--- src/rtl/mac_pkg.sv ---
// Shared definitions for the MAC array and its operand loader: default
// geometry/widths and the loader state encoding.
package mac_pkg;

  localparam int MAC_I  = 1;  // log2 tile count
  localparam int MAC_J  = 3;  // log2 lanes per tile
  localparam int MAC_W1 = 3;  // operand width
  localparam int MAC_W2 = 7;  // result width

  typedef enum logic [2:0] {
    ST_IDLE,
    ST_LOAD,
    ST_SETTLE,
    ST_READ,
    ST_OUT
  } mac_state_e;

endpackage

--- src/rtl/mac_loader.sv ---
// Streams one frame of A/B operand pairs into the MAC array, waits for the
// array to settle, then reads back one result per tile over a valid/ready port.
module mac_loader
  import mac_pkg::*;
#(
  parameter int I      = MAC_I,
  parameter int J      = MAC_J,
  parameter int W1     = MAC_W1,
  parameter int W2     = MAC_W2,
  parameter int SETTLE = 3
) (
  input  logic          clk,
  input  logic          rst_n,
  input  logic          start,
  input  logic [W1-1:0] in_data,
  input  logic          in_valid,
  output logic          in_ready,
  output logic [W1-1:0] wr_data,
  output logic          a_wren,
  output logic          b_wren,
  output logic [J-1:0]  sel0,
  output logic [I-1:0]  sel1,
  input  logic [W2-1:0] res_in,
  output logic [W2-1:0] res_data,
  output logic [I-1:0]  res_tile,
  output logic          res_valid,
  input  logic          res_ready,
  output logic          busy,
  output logic          done
);

  // Word index layout: bit 0 = A/B, bits [J:1] = lane, bits [I+J:J+1] = tile.
  localparam int WORD_W = I + J + 1;
  localparam int SW     = (SETTLE < 2) ? 1 : $clog2(SETTLE);

  mac_state_e      state_q, state_d;
  logic [WORD_W-1:0] word_q, word_d;
  logic [SW-1:0]   settle_q, settle_d;
  logic [I-1:0]    tile_q, tile_d;
  logic [W1-1:0]   wr_data_q, wr_data_d;
  logic            a_wren_q, a_wren_d;
  logic            b_wren_q, b_wren_d;
  logic [J-1:0]    sel0_q, sel0_d;
  logic [I-1:0]    sel1_q, sel1_d;
  logic [W2-1:0]   res_data_q, res_data_d;
  logic [I-1:0]    res_tile_q, res_tile_d;

  logic accept;
  logic last_tile;

  assign accept    = in_valid && (state_q == ST_LOAD);
  assign last_tile = &tile_q;

  // NOTE: every variable gets a default before the case, so no path leaves
  // one unassigned and no latch is inferred.
  always_comb begin
    state_d    = state_q;
    word_d     = word_q;
    settle_d   = settle_q;
    tile_d     = tile_q;
    wr_data_d  = wr_data_q;
    a_wren_d   = 1'b0;
    b_wren_d   = 1'b0;
    sel0_d     = sel0_q;
    sel1_d     = sel1_q;
    res_data_d = res_data_q;
    res_tile_d = res_tile_q;

    case (state_q)
      ST_IDLE: begin
        if (start) begin
          state_d = ST_LOAD;
          word_d  = '0;
          tile_d  = '0;
        end
      end
      ST_LOAD: begin
        if (accept) begin
          word_d    = word_q + 1'b1;
          wr_data_d = in_data;
          sel0_d    = word_q[J:1];
          sel1_d    = word_q[WORD_W-1:J+1];
          a_wren_d  = ~word_q[0];
          b_wren_d  = word_q[0];
          if (&word_q) begin
            state_d  = ST_SETTLE;
            settle_d = SW'(SETTLE - 1);
          end
        end
      end
      ST_SETTLE: begin
        if (settle_q == '0) begin
          state_d = ST_READ;
          tile_d  = '0;
          sel1_d  = '0;
        end else begin
          settle_d = settle_q - 1'b1;
        end
      end
      ST_READ: begin
        res_data_d = res_in;
        res_tile_d = tile_q;
        state_d    = ST_OUT;
      end
      ST_OUT: begin
        if (res_ready) begin
          if (last_tile) begin
            state_d = ST_IDLE;
          end else begin
            tile_d  = tile_q + 1'b1;
            sel1_d  = tile_q + 1'b1;
            state_d = ST_READ;
          end
        end
      end
      default: state_d = ST_IDLE;
    endcase
  end

  // NOTE: state registers use non-blocking assignments so every flop samples
  // pre-edge values regardless of process ordering.
  always_ff @(posedge clk or negedge rst_n) begin
    if (!rst_n) begin
      state_q    <= ST_IDLE;
      word_q     <= '0;
      settle_q   <= '0;
      tile_q     <= '0;
      wr_data_q  <= '0;
      a_wren_q   <= 1'b0;
      b_wren_q   <= 1'b0;
      sel0_q     <= '0;
      sel1_q     <= '0;
      res_data_q <= '0;
      res_tile_q <= '0;
    end else begin
      state_q    <= state_d;
      word_q     <= word_d;
      settle_q   <= settle_d;
      tile_q     <= tile_d;
      wr_data_q  <= wr_data_d;
      a_wren_q   <= a_wren_d;
      b_wren_q   <= b_wren_d;
      sel0_q     <= sel0_d;
      sel1_q     <= sel1_d;
      res_data_q <= res_data_d;
      res_tile_q <= res_tile_d;
    end
  end

  assign in_ready  = (state_q == ST_LOAD);
  assign busy      = (state_q != ST_IDLE);
  assign res_valid = (state_q == ST_OUT);
  assign done      = (state_q == ST_OUT) && res_ready && last_tile;
  assign wr_data   = wr_data_q;
  assign a_wren    = a_wren_q;
  assign b_wren    = b_wren_q;
  assign sel0      = sel0_q;
  assign sel1      = sel1_q;
  assign res_data  = res_data_q;
  assign res_tile  = res_tile_q;

endmodule

--- config.mk ---
export PLATFORM = sky130hd
export DESIGN_NAME = mac_loader
export DESIGN_NICKNAME = d
export VERILOG_FILES = /design/src/rtl/mac_pkg.sv /design/src/rtl/mac_loader.sv
export SDC_FILE = /design/constraint.sdc
export NUM_CORES = 1
export LEC_CHECK = 0
export BUFFER_PORTS_ARGS = -buffer_cell sky130_fd_sc_hd__buf_4
export CORE_MARGIN = 10
export CORE_UTILIZATION = 40
export CTS_CLUSTER_SIZE = 16
export DETAILED_ROUTE_END_ITERATION = 10
export PLACE_DENSITY = 0.66
export SLEW_MARGIN = 0
export SYNTH_ARGS = -nofsm -noshare
export SYNTH_HDL_FRONTEND = slang
export SYNTH_SLANG_ARGS = --single-unit
--- constraint.sdc ---
create_clock -name clk -period 1.5 [get_ports clk]
set_input_delay 0.15 -clock clk [delete_from_list [all_inputs] [get_ports clk]]
set_output_delay 0.15 -clock clk [all_outputs]
set_load 0.03 [all_outputs]
Word level (Yosys, flattened, before mapping)
Index checks and enable logic that the tools add are counted.
- bits in registers: 28
- output and inout bits: 21
- logic and storage cells: 70
- $add $sub $neg: 3
- equality and inequality tests: 11
- mux-type cells: 27
- bitwise logic cells: 1
- reductions and logical operators: 17
- operators by type and width (operator ; count):
    3-bit 2-to-1 mux ; 5
    3-bit one-hot mux with 5 select lines ; 1
    5-bit AND reduction ; 3
    1-bit 2-to-1 mux ; 11
    5-bit 2-to-1 mux ; 2
    5-bit one-hot mux with 2 select lines ; 1
    3-bit nonzero test ; 3
    2-bit 2-to-1 mux ; 4
    2-bit inequality test (second input constant) ; 4
    4-bit AND reduction ; 2
    3-bit by 2-bit == test with 1-bit output (second input constant) ; 2
    2-bit by 1-bit inequality test with 1-bit output (second input constant) ; 3
    1-bit one-hot mux with 3 select lines ; 2
    5-bit by 1-bit adder with 5-bit output (second input constant) ; 1
    2-bit one-hot mux with 2 select lines ; 1
    2-bit nonzero test ; 2
    3-bit by 1-bit == test with 1-bit output (second input constant) ; 1
    3-bit == test (second input constant) ; 1
    1-bit logical AND ; 3
    3-bit zero test ; 1
    3-bit AND reduction ; 1
    2-bit zero test ; 1
    2-bit AND reduction ; 1
    2-bit by 1-bit subtractor with 2-bit output (second input constant) ; 1
    other kinds (2) ; 2

Depth between registers and ports, before layout
- depth after elaboration: 4
- depth in mapped cells: 7
- mapped depth without buffers: 7

Worst setup path before layout
No wires, ideal clock.
- path type: register to register
- from: register state_q[1]
- to: register state_q[1]
- arrival: 1.594 ns
- required time: 1.417 ns
- path slack: -0.177 ns
- stages on the path, launching flop included: 5
- buffers on the path: 1
- clock period less this slack: 1.677 ns
- path through: dfrtp_1 > buf_2 > nor3_1 > nor2_1 > o21ai_0
- cells in the longest elaborated chain, start to end: 4
- elaborated cells on any way between the ends: 13
- RTL lines (what ; line ; text):
    start, declared ; mac_loader.sv:36 ; mac_state_e state_q, state_d;
    start signal, assigned ; mac_loader.sv:136 ; state_q <= state_d;
    3-bit by 1-bit == test with 1-bit output * ; -- ;
    named net in_ready ; mac_loader.sv:17 ; output logic in_ready,
    1-bit logical AND ; mac_loader.sv:51 ; assign accept = in_valid && (state_q == ST_LOAD);
    2-bit by 1-bit inequality test with 1-bit output (no line) ; -- ;
    5-bit AND reduction (no line) ; -- ;
Mark *: on every way through the listed nets, which the timed path passes. The rest lies on a longest branch.
A chain may end at the register's enable or synchronous reset.

Worst setup path in the final report
- from: register state_q[1]
- to: output port done
- cells in the longest elaborated chain, start to end: 3
- RTL lines (what ; line ; text):
    3-bit == test ; mac_loader.sv:153 ; assign done = (state_q == ST_OUT) && res_ready && last_tile;
    1-bit logical AND (2 in series) ; mac_loader.sv:153 ;
    end, declared ; mac_loader.sv:29 ; output logic done
Every way passes these cells.

==> out/summary.txt <==
status - finished, violations left
failing checks - negative setup slack
Leak - 1.01 nW
r2r setup slk - -0.06 ns
antenna cells - 0
final WL - 3.84 mm
total track usage - 0.117
crit path launch - state_q[1]$_DFFE_PN0P_
Fillers - 258
Final GP Congestion - 0.785
worst-skew pair later-pin latency - 0.33 ns
CP endpoint kind - output pin
unrepaired setup endpoints after global routing - yes
layout cell share with drive strength beyond 1 - 0.595
GRT overflow - 0
FF-to-FF Start - state_q[1]$_DFFE_PN0P_
Avg Vias per Cell - 5.12
Core Area - 3310 um^2
cell family with most CP delay - flip-flops
CP arrival - 1.42 ns
Critical Path, Cell by Cell - buf_6, buf_6, nor2_4, and3_4, buf_6
Rows - 21
CP startpoint kind - flip-flop
Reg2Reg Depth - 5
Worst path slowest cell - dfrtp_2
hpwl dp - 2.51 mm
async set or reset register ratio after synthesis - 1.00
antenna viol nets, final - 0
fin crit share - 1.05
Stages on worst setup path - 5
Worst path most repeated cell - buf_6
io pins - 36
vias in the first global route - 1265
WL per Instance - 16.6 um
via count - 1183
Layout Nets - 204
top cells by area, synth - dfrtp_1 (51%), mux2_2 (12%), o21ai_0 (3.7%)
Die Y - 78.3 um
Least-Margin Pin Slew - 0.358 ns
largest net degree at the start of global routing - 29
crit-path max FO - 3
H-tree levels - 1
Clock Tree Buf Depth - 2
uppermost layer routed - met4
ys flop type - dfrtp_1
Clock Pin Slew Worst Setup and Hold Paths - 0.16 ns
critical path class - reg2out
root buffer cell - clkbuf_4
Starting DRT DRC Count - 79
number of synthesized flops with an enable pin - 0
input/output buffers - 35
Initial Util - 0.411
total power - 5.11 mW
Crit path buffers/inverters - 3
Worst Path Required - 1.35 ns
drt pass-1 iters - 6
first-pass GRT wire length - 6.03 mm
FF-to-FF End - sel1$_DFFE_PN0P_
Seq/Total Area, Yosys - 0.515
# DRC - 0
area share of the largest cell type after synthesis - 0.515
maximum VDD drop - 0.00132 V
Setup Total Neg Slack - -0.199 ns
Slew Limit Headroom - 0.761
most common cell after layout, fill and taps aside - buf_4
Die Span X - 78.3 um
final setup vio count - 5
slowest stage delay, CP - 0.46 ns
largest area contributor in the netlist - dfrtp_1
min cycle time layout - 1.57 ns
TritonCTS Buffers - 3
max-cap check violation count - 0
metal3 WL - 167 um
Netlist cell types - 39
Hold Violations, Final - 0
PD cells - 2400 nW/um^2
max-slew violation count - 0
Fmax achieved - 0.636 GHz
TritonCTS clock tree - built
Syn. warnings - 0
Setup Skew - 0.00217 ns
number of synthesized register bits - 28
die area - 6140 um^2
final setup margin - -0.0712 ns
Setup crit end - done
Mapped Area - 1360 um^2
worst hold path type - in2reg
Area growth syn-to-layout - 56.7%
met2 WL - 1.90 mm
commonest cells after routing, fill and taps aside - buf_4 (51), dfrtp_1 (25), buf_6 (13)
syn_nets - 139
Avg Inst Size Synth - 11.3 um^2
initial antenna violation count - 0
synthesized netlist cell count - 121
WL met1 - 1.74 mm
# clock sinks - 28
## where the power goes
| part | switching (mW) | internal [mW] |
|---|---|---|
| Combinational | 1.66 | 1.64 |
| Clock | 0.234 | 0.270 |
| Sequential | 0.219 | 1.09 |
| Total | 2.11 | 3.00 |
## worst min-delay path by stage
stage,start,end,slack (ns),depth (start not counted)
2_1_floorplan,rst_n,a_wren$_DFF_PN0_,-0.15,0
3_3_place_gp,rst_n,settle_q[1]$_DFFE_PN0P_,0.09,1
3_5_place_dp,rst_n,settle_q[1]$_DFFE_PN0P_,0.09,1
4_1_cts,res_ready,state_q[2]$_DFFE_PN0P_,0.0009,2
5_1_grt,res_ready,state_q[2]$_DFFE_PN0P_,0.01,2
6_report,res_ready,state_q[2]$_DFFE_PN0P_,0.03,2
## cell families after synthesis
family | after synthesis | share of synthesized area
and+or+nand+nor | 36 | 0.149
buffers and inverters | 10 | 0.0386
adders and majority gates | 3 | 0.0276
AOI/OAI and AO/OA | 25 | 0.114
muxes | 19 | 0.156
DFF | 28 | 0.515
## registers in the layout, indices dropped and copies added (netlist names), 2 cells and up
signal / cells
state_q: 3
settle_q: 2
res_data: 7
word_q: 5
wr_data: 3
sel0: 3
## per-stage QoR
step,worst slack (ns),utilization,hold slack (ns),cells,area (um^2)
final,-0.0712,0.644,0.0282,231,2130
after CTS,-0.0711,0.603,0.000896,228,2000
after global placement,0.0258,0.540,0.0900,214,1790
after detailed placement,-0.0168,0.540,0.0889,214,1790
after global routing,-0.132,0.644,0.0142,231,2130
after floorplan,0.00730,-,-0.146,121,1370
## synth_stat cells (2+ instances only)
cell / n
dfrtp_1: 28
and3_1: 3
nor3_1: 2
nor2b_1: 2
nand3_1: 2
ha_1: 3
a31oi_1: 2
a22o_1: 2
nor3b_1: 2
nor2_1: 4
mux2i_1: 4
a21oi_1: 3
o21ai_0: 10
inv_1: 4
mux2_2: 14
buf_2: 3
nand2_1: 11
## layer usage
metal	global-route usage	vias up
li1	-	560
met1	0.141	591
met2	0.200	28
met3	0.0308	4
met4	0.0358	0
met5	0	-
## final cells by class
type | count | area, um^2 | area share
Clock inverter | 1 | 30.0 | 0.0141
Tap cell | 46 | 57.6 | 0.0270
Sequential cell | 28 | 704 | 0.330
Multi-Input combinational cell | 83 | 749 | 0.351
Timing Repair Buffer | 66 | 554 | 0.260
Clock buffer | 3 | 22.5 | 0.0106
Inverter | 4 | 15.0 | 0.00704
## what timing repair did
item	CTS	global route
hold endpoints to repair	28	0
setup buffers	9	4
setup endpoints to repair	6	24
resized for setup	23	31
hold buffers	1	0
pin swaps	5	15
(Power assumes the default switching activity.)
